`src/rtl/ex_mdu_if.sv`:
```
// Request/response bundle between the EX stage and the iterative multiply/divide unit.
// The pipeline side is the master; the execution unit is the slave.
interface ex_mdu_if #(
    parameter int XLEN = 32
);
    logic            start_i;
    logic [2:0]      op_i;
    logic [XLEN-1:0] r1_data_i;
    logic [XLEN-1:0] r2_data_i;
    logic            w_enable_i;
    logic [4:0]      w_addr_i;
    logic            flush_i;
    logic            busy_o;
    logic            stall_req_o;
    logic            done_o;
    logic            w_enable_o;
    logic [4:0]      w_addr_o;
    logic [XLEN-1:0] w_data_o;

    modport master (
        output start_i, op_i, r1_data_i, r2_data_i, w_enable_i, w_addr_i, flush_i,
        input  busy_o, stall_req_o, done_o, w_enable_o, w_addr_o, w_data_o
    );

    modport slave (
        input  start_i, op_i, r1_data_i, r2_data_i, w_enable_i, w_addr_i, flush_i,
        output busy_o, stall_req_o, done_o, w_enable_o, w_addr_o, w_data_o
    );
endinterface

```
`src/rtl/ex_mdu.sv`:
```
// Iterative RV32M/RV64M multiply/divide unit: unrolled shift-add multiplier and
// radix-2 restoring divider on operand magnitudes, with sign fix-up at completion.
module ex_mdu #(
    parameter int XLEN       = 32,
    parameter int MUL_UNROLL = 1
) (
    input  logic     clk,
    input  logic     rst,
    ex_mdu_if.slave  bus
);
    localparam int              CNT_W     = $clog2(XLEN + 1);
    localparam logic [CNT_W-1:0] DIV_CNT  = CNT_W'(XLEN);
    localparam logic [CNT_W-1:0] MUL_CNT  = CNT_W'(XLEN / MUL_UNROLL);
    localparam logic [CNT_W-1:0] CNT_ONE  = CNT_W'(1);
    localparam logic [XLEN-1:0] MOST_NEG  = {1'b1, {(XLEN-1){1'b0}}};
    localparam logic [XLEN-1:0] ALL_ONES  = {XLEN{1'b1}};
    localparam logic [XLEN-1:0] ZERO      = {XLEN{1'b0}};

    typedef enum logic [1:0] {
        IDLE   = 2'd0,
        CALC   = 2'd1,
        FINISH = 2'd2
    } state_t;

    state_t              state_r;
    logic [2:0]          op_r;
    logic [4:0]          rd_r;
    logic                wen_r;
    logic                neg_r;
    logic [CNT_W-1:0]    cnt_r;
    logic [2*XLEN-1:0]   mcand_r;
    logic [2*XLEN-1:0]   acc_r;
    logic [XLEN-1:0]     mplier_r;
    logic [XLEN-1:0]     divisor_r;
    logic [XLEN-1:0]     rem_r;
    logic [XLEN-1:0]     quo_r;
    logic                done_r;
    logic                w_enable_r;
    logic [4:0]          w_addr_r;
    logic [XLEN-1:0]     w_data_r;

    logic                is_div_s;
    logic                rs1_signed_s;
    logic                rs2_signed_s;
    logic                r1_neg_s;
    logic                r2_neg_s;
    logic [XLEN-1:0]     r1_mag_s;
    logic [XLEN-1:0]     r2_mag_s;
    logic                neg_s;
    logic                div_zero_s;
    logic                div_ovf_s;
    logic [XLEN-1:0]     fast_res_s;
    logic                fast_wen_s;

    // Operand decode: signedness, magnitudes, sign flag and fast-path detection.
    always_comb begin
        is_div_s     = bus.op_i[2];
        rs1_signed_s = (bus.op_i == 3'b001) || (bus.op_i == 3'b010) ||
                       (bus.op_i == 3'b100) || (bus.op_i == 3'b110);
        rs2_signed_s = (bus.op_i == 3'b001) || (bus.op_i == 3'b100) || (bus.op_i == 3'b110);
        r1_neg_s     = rs1_signed_s & bus.r1_data_i[XLEN-1];
        r2_neg_s     = rs2_signed_s & bus.r2_data_i[XLEN-1];
        // Negating the most-negative value yields 2^(XLEN-1), which is exact as unsigned.
        r1_mag_s     = r1_neg_s ? (ZERO - bus.r1_data_i) : bus.r1_data_i;
        r2_mag_s     = r2_neg_s ? (ZERO - bus.r2_data_i) : bus.r2_data_i;
        neg_s        = (bus.op_i == 3'b110) ? r1_neg_s : (r1_neg_s ^ r2_neg_s);
        div_zero_s   = is_div_s && (bus.r2_data_i == ZERO);
        div_ovf_s    = ((bus.op_i == 3'b100) || (bus.op_i == 3'b110)) &&
                       (bus.r1_data_i == MOST_NEG) && (bus.r2_data_i == ALL_ONES);
        fast_wen_s   = bus.w_enable_i && (bus.w_addr_i != 5'd0);
        if (div_zero_s) begin
            fast_res_s = bus.op_i[1] ? bus.r1_data_i : ALL_ONES;
        end else if (div_ovf_s) begin
            fast_res_s = bus.op_i[1] ? ZERO : bus.r1_data_i;
        end else begin
            fast_res_s = ZERO;
        end
    end

    logic [2*XLEN-1:0]   mul_add_s;
    logic [2*XLEN-1:0]   acc_next_s;
    logic [XLEN:0]       rem_shift_s;
    logic                ge_s;
    logic [XLEN-1:0]     rem_next_s;
    logic [XLEN-1:0]     quo_next_s;
    logic [2*XLEN-1:0]   prod_fin_s;
    logic [XLEN-1:0]     quo_fin_s;
    logic [XLEN-1:0]     rem_fin_s;
    logic [XLEN-1:0]     result_s;

    // One iteration of each datapath plus the sign-corrected result of that iteration.
    always_comb begin
        mul_add_s = {(2*XLEN){1'b0}};
        for (int k = 0; k < MUL_UNROLL; k++) begin
            mul_add_s = mul_add_s + (mplier_r[k] ? (mcand_r << k) : {(2*XLEN){1'b0}});
        end
        acc_next_s  = acc_r + mul_add_s;
        rem_shift_s = {rem_r, quo_r[XLEN-1]};
        ge_s        = rem_shift_s >= {1'b0, divisor_r};
        // The remainder stays below the divisor, so the difference fits in XLEN bits.
        rem_next_s  = ge_s ? (rem_shift_s[XLEN-1:0] - divisor_r) : rem_shift_s[XLEN-1:0];
        quo_next_s  = {quo_r[XLEN-2:0], ge_s};
        prod_fin_s  = neg_r ? ({(2*XLEN){1'b0}} - acc_next_s) : acc_next_s;
        quo_fin_s   = neg_r ? (ZERO - quo_next_s) : quo_next_s;
        rem_fin_s   = neg_r ? (ZERO - rem_next_s) : rem_next_s;
        case (op_r)
            3'b000:                 result_s = prod_fin_s[XLEN-1:0];
            3'b001, 3'b010, 3'b011: result_s = prod_fin_s[2*XLEN-1:XLEN];
            3'b100, 3'b101:         result_s = quo_fin_s;
            3'b110, 3'b111:         result_s = rem_fin_s;
            default:                result_s = ZERO;
        endcase
    end

    // Control FSM, operand/iteration registers and registered write-back outputs.
    always_ff @(posedge clk) begin
        if (rst) begin
            state_r    <= IDLE;
            op_r       <= 3'b000;
            rd_r       <= 5'd0;
            wen_r      <= 1'b0;
            neg_r      <= 1'b0;
            cnt_r      <= {CNT_W{1'b0}};
            mcand_r    <= {(2*XLEN){1'b0}};
            acc_r      <= {(2*XLEN){1'b0}};
            mplier_r   <= ZERO;
            divisor_r  <= ZERO;
            rem_r      <= ZERO;
            quo_r      <= ZERO;
            done_r     <= 1'b0;
            w_enable_r <= 1'b0;
            w_addr_r   <= 5'd0;
            w_data_r   <= ZERO;
        end else if (bus.flush_i) begin
            state_r    <= IDLE;
            done_r     <= 1'b0;
            w_enable_r <= 1'b0;
        end else begin
            done_r     <= 1'b0;
            w_enable_r <= 1'b0;
            case (state_r)
                IDLE: begin
                    if (bus.start_i) begin
                        op_r      <= bus.op_i;
                        rd_r      <= bus.w_addr_i;
                        wen_r     <= bus.w_enable_i;
                        neg_r     <= neg_s;
                        mcand_r   <= {{XLEN{1'b0}}, r1_mag_s};
                        mplier_r  <= r2_mag_s;
                        acc_r     <= {(2*XLEN){1'b0}};
                        divisor_r <= r2_mag_s;
                        rem_r     <= ZERO;
                        quo_r     <= r1_mag_s;
                        cnt_r     <= is_div_s ? DIV_CNT : MUL_CNT;
                        if (div_zero_s || div_ovf_s) begin
                            state_r    <= FINISH;
                            w_data_r   <= fast_res_s;
                            done_r     <= 1'b1;
                            w_enable_r <= fast_wen_s;
                            w_addr_r   <= fast_wen_s ? bus.w_addr_i : 5'd0;
                        end else begin
                            state_r <= CALC;
                        end
                    end else begin
                        state_r <= IDLE;
                    end
                end
                CALC: begin
                    acc_r    <= acc_next_s;
                    mcand_r  <= mcand_r << MUL_UNROLL;
                    mplier_r <= mplier_r >> MUL_UNROLL;
                    rem_r    <= rem_next_s;
                    quo_r    <= quo_next_s;
                    cnt_r    <= cnt_r - CNT_ONE;
                    if (cnt_r == CNT_ONE) begin
                        state_r    <= FINISH;
                        w_data_r   <= result_s;
                        done_r     <= 1'b1;
                        w_enable_r <= wen_r && (rd_r != 5'd0);
                        w_addr_r   <= (wen_r && (rd_r != 5'd0)) ? rd_r : 5'd0;
                    end else begin
                        state_r <= CALC;
                    end
                end
                FINISH:  state_r <= IDLE;
                default: state_r <= IDLE;
            endcase
        end
    end

    assign bus.busy_o      = (state_r != IDLE);
    assign bus.stall_req_o = ((state_r == IDLE) && bus.start_i && !bus.flush_i) || (state_r == CALC);
    assign bus.done_o      = done_r;
    assign bus.w_enable_o  = w_enable_r;
    assign bus.w_addr_o    = w_addr_r;
    assign bus.w_data_o    = w_data_r;
endmodule
```
`src/flat_wrapper.sv`:
```
// flat-port wrapper written by rule: the top's interface ports become plain ports
module ex_mdu_flat 
#(
    parameter int XLEN       = 32,
    parameter int MUL_UNROLL = 1
)
  (clk, rst, bus_start_i, bus_op_i, bus_r1_data_i, bus_r2_data_i, bus_w_enable_i, bus_w_addr_i, bus_flush_i, bus_busy_o, bus_stall_req_o, bus_done_o, bus_w_enable_o, bus_w_addr_o, bus_w_data_o);
  ex_mdu_if #(.XLEN(XLEN)) bus_i ();
  input  logic clk;
  input  logic rst;
  input wire logic [$bits(bus_i.start_i)-1:0] bus_start_i;
  input wire logic [$bits(bus_i.op_i)-1:0] bus_op_i;
  input wire logic [$bits(bus_i.r1_data_i)-1:0] bus_r1_data_i;
  input wire logic [$bits(bus_i.r2_data_i)-1:0] bus_r2_data_i;
  input wire logic [$bits(bus_i.w_enable_i)-1:0] bus_w_enable_i;
  input wire logic [$bits(bus_i.w_addr_i)-1:0] bus_w_addr_i;
  input wire logic [$bits(bus_i.flush_i)-1:0] bus_flush_i;
  output wire logic [$bits(bus_i.busy_o)-1:0] bus_busy_o;
  output wire logic [$bits(bus_i.stall_req_o)-1:0] bus_stall_req_o;
  output wire logic [$bits(bus_i.done_o)-1:0] bus_done_o;
  output wire logic [$bits(bus_i.w_enable_o)-1:0] bus_w_enable_o;
  output wire logic [$bits(bus_i.w_addr_o)-1:0] bus_w_addr_o;
  output wire logic [$bits(bus_i.w_data_o)-1:0] bus_w_data_o;
  assign bus_i.start_i = bus_start_i;
  assign bus_i.op_i = bus_op_i;
  assign bus_i.r1_data_i = bus_r1_data_i;
  assign bus_i.r2_data_i = bus_r2_data_i;
  assign bus_i.w_enable_i = bus_w_enable_i;
  assign bus_i.w_addr_i = bus_w_addr_i;
  assign bus_i.flush_i = bus_flush_i;
  assign bus_busy_o = bus_i.busy_o;
  assign bus_stall_req_o = bus_i.stall_req_o;
  assign bus_done_o = bus_i.done_o;
  assign bus_w_enable_o = bus_i.w_enable_o;
  assign bus_w_addr_o = bus_i.w_addr_o;
  assign bus_w_data_o = bus_i.w_data_o;
  ex_mdu #(.XLEN(XLEN), .MUL_UNROLL(MUL_UNROLL)) u_core (.clk(clk), .rst(rst), .bus(bus_i));
endmodule
```
`config.mk`:
```
export PLATFORM = sky130hd
export DESIGN_NAME = ex_mdu_flat
export DESIGN_NICKNAME = d
export VERILOG_FILES = /design/src/rtl/ex_mdu_if.sv /design/src/rtl/ex_mdu.sv /design/src/flat_wrapper.sv
export SDC_FILE = /design/constraint.sdc
export NUM_CORES = 1
export LEC_CHECK = 0
export ABC_AREA = 1
export BUFFER_PORTS_ARGS = -buffer_cell sky130_fd_sc_hd__buf_2
export CAP_MARGIN = 20
export CORE_MARGIN = 2
export CORE_UTILIZATION = 30
export CTS_CLUSTER_DIAMETER = 150
export DETAILED_ROUTE_END_ITERATION = 10
export RECOVER_POWER = 25
export SYNTH_ARGS = -nofsm -noshare
export SYNTH_HDL_FRONTEND = slang
export SYNTH_SLANG_ARGS = --single-unit
```
`constraint.sdc`:
```
create_clock -name clk -period 9.5 [get_ports clk]
set_clock_uncertainty 0.2 [all_clocks]
set_input_delay 0.475 -clock clk [delete_from_list [all_inputs] [get_ports clk]]
set_output_delay 0.475 -clock clk [all_outputs]
set_load 0.1 [all_outputs]
```
## Word-level counts from Yosys, hierarchy flattened

Index checks and enable logic that the tools add are counted.

| word-level totals | value |
|---|---|
| output and inout bits | 41 |
| register bits | 313 |
| bits of input ports | 77 |
| word-level logic and storage cells | 124 |

| cells by class | value |
|---|---|
| magnitude comparators | 1 |
| eq/ne operators | 18 |
| bitwise operators | 4 |
| multiplexer cells | 47 |
| reductions and logical operators | 30 |
| add/sub/neg operators | 8 |

Operators by type and width:

| cell | number |
|---|---|
| 32-bit two-way mux | 15 |
| 64-bit two-way mux | 4 |
| 32-bit one-hot mux with 2 select lines | 4 |
| 64-bit one-hot mux with 2 select lines | 2 |
| 32-bit one-hot mux with 4 select lines | 1 |
| 1-bit by 32-bit subtractor with 32-bit output (first input constant) | 4 |
| 64-bit adder | 1 |
| 32-bit == test (second input constant) | 2 |
| 1-bit by 64-bit subtractor with 64-bit output (first input constant) | 1 |
| 33-bit by 32-bit greater-or-equal comparator with 1-bit output | 1 |
| 32-bit zero test | 1 |
| 32-bit subtractor | 1 |
| 5-bit two-way mux | 5 |
| 3-bit == test (second input constant) | 6 |
| 6-bit one-hot mux with 2 select lines | 1 |
| 5-bit one-hot mux with 2 select lines | 1 |
| 5-bit nonzero test | 2 |
| 3-bit by 2-bit == test with 1-bit output (second input constant) | 3 |
| 1-bit logical OR | 8 |
| 1-bit logical AND | 7 |
| 1-bit two-way mux | 7 |
| 3-bit by 1-bit == test with 1-bit output (second input constant) | 2 |
| 6-bit by 1-bit == test with 1-bit output (second input constant) | 1 |
| 2-bit two-way mux | 3 |
| 18 further kinds | 25 |

## Logic depth before layout (Yosys ltp)

| logic depth | value |
|---|---|
| word-level depth | 9 |
| mapped depth | 33 |
| mapped depth without buffers | 32 |

## Least setup slack after synthesis

OpenSTA, ideal clock, no wires.

| timing | value |
|---|---|
| path type | register to register |
| start point | reg u_core.divisor_r[19] |
| end point | reg u_core.w_data_r[22], in the netlist u_core.bus.w_data_o[22] |
| cell stages (with the launch flop) | 33 |
| setup time | 0.122 ns |
| path buffers | 1 |
| arrival | 3.691 ns |
| path slack | 5.487 ns |
| period minus slack after synthesis | 4.013 ns |
| cells stage by stage | dfxtp_1 > inv_1 > ha_1 > nand2_2 > inv_1 > nand2_1 > nand2_1 > nand2_1 > nand2_1 > nand2_1 > nand2_2 > nor2_8 > nand2_8 > buf_12 > inv_4 > ha_1 > inv_1 > nor3_1 > nand2_1 > nor3_1 > nand2_1 > nor3_1 > nand3_1 > nor2_1 > inv_1 > o21ai_0 > inv_1 > o21ai_0 > a21oi_1 > a21oi_1 > nand3_1 > nand2_1 > a21oi_1 |

| between the ends | value |
|---|---|
| cells in the longest elaborated chain, start to end | 7 |

Ends and longest elaborated chain:

| what | RTL line | text |
|---|---|---|
| from (decl) | ex_mdu.sv:34 | `logic [XLEN-1:0] divisor_r;` |
| from (signal assigned) | ex_mdu.sv:151 | `divisor_r <= r2_mag_s;` |
| 32-bit subtractor or 33-bit by 32-bit greater-or-equal comparator with 1-bit output (tied branches) | ex_mdu.sv:101, ex_mdu.sv:99 |  |
| 32-bit two-way mux | ex_mdu.sv:101 | `rem_next_s = ge_s ? (rem_shift_s[XLEN-1:0] - divisor_r) : rem_shift_s[XLEN-1:0];` |
| 1-bit by 32-bit subtractor with 32-bit output | ex_mdu.sv:105 | `rem_fin_s = neg_r ? (ZERO - rem_next_s) : rem_next_s;` |
| 32-bit two-way mux | ex_mdu.sv:105 |  |
| 32-bit one-hot mux with 4 select lines * | ex_mdu.sv:106 | `case (op_r)` |
| 32-bit two-way mux * | ex_mdu.sv:175 | `if (cnt_r == CNT_ONE) begin` |
| 32-bit one-hot mux with 2 select lines * | ex_mdu.sv:141 | `case (state_r)` |
| to (signal assigned) | ex_mdu.sv:157 | `w_data_r <= fast_res_s;` |
| to (signal assigned) | ex_mdu.sv:177 | `w_data_r <= result_s;` |
| to (decl) | ex_mdu.sv:40 | `logic [XLEN-1:0] w_data_r;` |

Mark *: on every way between the ends. The rest lies on a longest branch, timed or not. The select of a mux whose other input is x is not followed.
A chain may end at the register's enable or synchronous reset.

==> results.toml <==
[status]
status = "complete, but fails checks"
violations = "capacitance limit, slew limit"

[setup_path]
cp_max_fo = 90
critPathRequiredTime_ps = 9840
r2r_start = "u_core.mplier_r[0]$_SDFFE_PP0P_"
critPathCaptureType = "flop"
worst_ep_arrival_time_ps = 6580
ff2ff_setup_slack_ps = 3680
crit_type = "in2reg"
startpoint_type = "input port"
r2r_cells = 23
timing.rr.end = "u_core.bus.w_data_o[31]$_SDFFE_PP0P_"

[placed_design]
place_ws_ps = 3970
numPortBuffers = 117
dpl_cell_area_um2 = 29900
hpwl_um = 99500
gp_congestion = 1.00

[final_layout]
final_core_util_pct = 33.6
nNetsFinal = 5266
drive_gt1_share_pct = 5.94
area_delta_synth_final_pct = 11.2
design_area_um2 = 31300

[routing]
drc = 0
post_drt_via_cell_ratio = 5.20
vias = 33128
wl_per_cell_um = 19.6
wl_um = 125000
antenna_left = 0
drt-pass1-iter-count = 6
drt_iter0_markers = 3938

[synth]
async_flop_share_pct = 0
ys_types = 62
synth_top_cell_by_area = "nand2_1"
yosysMostFrequentCell = "nand2_1"
synth-edff-count = 0
yosys_warnings = 0
yosys_most_used_dff = "dfxtp_1"
synth_area_leaders = "nand2_1 (22%), dfxtp_1 (22%), inv_1 (11%), a21oi_1 (7.7%), nand3_1 (5.8%)"
syn_nets = 5243
synth_cells = 5061
postSynthAreaPerCell_um2 = 5.57
ys_seq_area_share_pct = 22.2
ys_ff_latch = 312
synth.top_cells.by_count = "nand2_1 (1673), inv_1 (804), a21oi_1 (435), nor2_1 (411), nand3_1 (329)"
synth_top_area_share_pct = 22.3
syn_area_um2 = 28200

[cts]
cts_htree_levels = 2
cts_sinks = 312
clock_latency_ps = 620
cts_tree = "done"
cts-root-buf = "clkbuf_16"
cts_resized = 0
clock_path_buffers = 3
cts_buffers = 43
post-cts-setup-buffer-count = 0
path_clk_slew_ps = 60

[die]
die_area_um2 = 96500
die_h_um = 311
die_x_um = 311
start_util_pct = 30.3
core_um2 = 93200
io_pins = 118
rows = 112

[power]
power.total_mw = 4.84
powerDensity_nw_per_um2 = 154
p_leak_nw = 16.4
peakVddDrop_mv = 0.135

[global_route]
antenna_found_initial = 8
track_usage_pct = 24.9
first_global_vias = 29699
overflow = 0
grt_max_degree = 173
grt_pass1_wl_um = 187000

[worst_hold_path]
hold_end = "u_core.op_r[1]$_SDFFE_PP0P_"
hold_start = "bus_op_i[1]"
whs_path_depth = 3
hold_path.class = "in2reg"

[sta]
rsz0062_at_grt = "no"
setup_slack_ps = 3260
fin_setup_tns_ps = 0
maxSlewHeadroom_pct = -158
worstMarginPinSlew_ps = 3870
setup_viol = 0
layout_min_cycle_time_ps = 6240
timing.final.crit_share_pct = 65.7
hold_viol_final = 0
timing.fmax_mhz = 160
slew_violations = 201

[flow_run]
cap_violations = 3
how the worst max path moves through the flow:
stage                                       from                              endpoint  slack, ps  cells past startpoint
2_1_floorplan  u_core.divisor_r[19]$_SDFFE_PP0P_  u_core.bus.w_data_o[22]$_SDFFE_PP0P_       5490                     32
3_3_place_gp     u_core.mplier_r[0]$_SDFFE_PP0P_  u_core.bus.w_data_o[31]$_SDFFE_PP0P_       3940                     23
5_1_grt                                      rst        u_core.mcand_r[2]$_SDFFE_PP0P_       2830                      6
4_1_cts          u_core.mplier_r[0]$_SDFFE_PP0P_  u_core.bus.w_data_o[31]$_SDFFE_PP0P_       3960                     23
6_report                                     rst  u_core.bus.w_data_o[24]$_SDFFE_PP0P_       3260                      6
3_5_place_dp     u_core.mplier_r[0]$_SDFFE_PP0P_  u_core.bus.w_data_o[31]$_SDFFE_PP0P_       3970                     23
kinds of logic (layout without fill, tap and decap cells):
group	Yosys count	count (layout)	share of synthesized area (%)
AND/OR/NAND/NOR	2712	2712	40.9
flip-flops	312	312	22.2
buffers and inverters	995	1050	13.5
other	0	2	0
XOR/XNOR	60	60	1.92
adder cells (fa/ha/maj)	105	105	4.71
AO/OA/AOI/OAI	877	877	16.8
cell type report:
| cell class | count | area, µm² |
|---|---|---|
| Clock inverter | 18 | 246 |
| Multi-Input combinational cell | 3754 | 18200 |
| Timing Repair Buffer | 150 | 815 |
| Sequential cell | 312 | 6250 |
| Inverter | 823 | 3090 |
| Fill cell | 10540 | 61800 |
| Tap cell | 1254 | 1570 |
| Antenna cell | 2 | 5.00 |
| Clock buffer | 59 | 1210 |
flip-flops by register name (all words and copies together) (netlist names):
name,flops
u_core.mcand_r,64
u_core.bus.w_addr_o,5
u_core.wen_r,1
u_core.neg_r,1
u_core.mplier_r,32
u_core.cnt_r,6
u_core.acc_r,64
u_core.state_r,2
u_core.quo_r,32
u_core.op_r,3
u_core.bus.w_enable_o,1
u_core.divisor_r,32
u_core.bus.w_data_o,32
u_core.rd_r,5
u_core.rem_r,32
routing by layer:
metal | routed length [µm] | global-route usage [%] | vias up
met5 | 53 | 0 | -
met4 | 2770 | 5.81 | 8
met3 | 11600 | 3.73 | 152
met2 | 51800 | 37.2 | 1454
met1 | 58800 | 37.2 | 15362
li1 | - | - | 16152
per-stage QoR:
| step | std cells | hold slack, ps |
|---|---|---|
| 5_1_grt | 6371 | 91.9 |
| 3_3_place_gp | 6282 | 255 |
| 3_5_place_dp | 6282 | 256 |
| 6_report | 6372 | 43.5 |
| 2_1_floorplan | 5061 | 245 |
| 4_1_cts | 6370 | 16.2 |
critical path, stage by stage:
cell	delay, ps
dlygate4sd3_1	530
clkbuf_1	530
clkinvlp_2	1350
clkbuf_1	2780
o21ai_0	510
a21oi_2	290
power breakdown:
group / total (mW) / leakage (nW) / switching (mW) / internal [mW]
Sequential: 1.44 / 2.54 / 0.0666 / 1.37
Combinational: 1.68 / 13.2 / 1.22 / 0.461
Clock: 1.72 / 0.710 / 0.711 / 1.01
layout by cell type (no fill, tap or decap), types with 6 or more instances in the layout:
cell and instances:
a21oi_1 435, a221oi_1 25, a31oi_1 43, and2_1 9, buf_2 76, buf_4 19, clkbuf_1 52, clkbuf_16 43
clkbuf_8 7, clkinv_1 7, dfxtp_1 310, dlygate4sd3_1 11, ha_1 103, inv_1 802, inv_2 12, nand2_1 1673
nand2_2 33, nand3_1 329, nand3_2 11, nand3b_1 28, nand4_1 72, nor2_1 408, nor2_2 31, nor2_4 6
nor3_1 57, nor3_2 8, nor4_1 15, o211ai_1 6, o21ai_0 287, o21ai_1 15, o21bai_1 12, o22ai_1 17
o31ai_1 7, or2_2 8, xnor2_1 12, xor2_1 46
timing repair:
item	CTS	global route
setup endpoints to repair	0	0
hold endpoints to repair	38	0
hold buffers	11	0
Power figures use the tool's default switching activity.
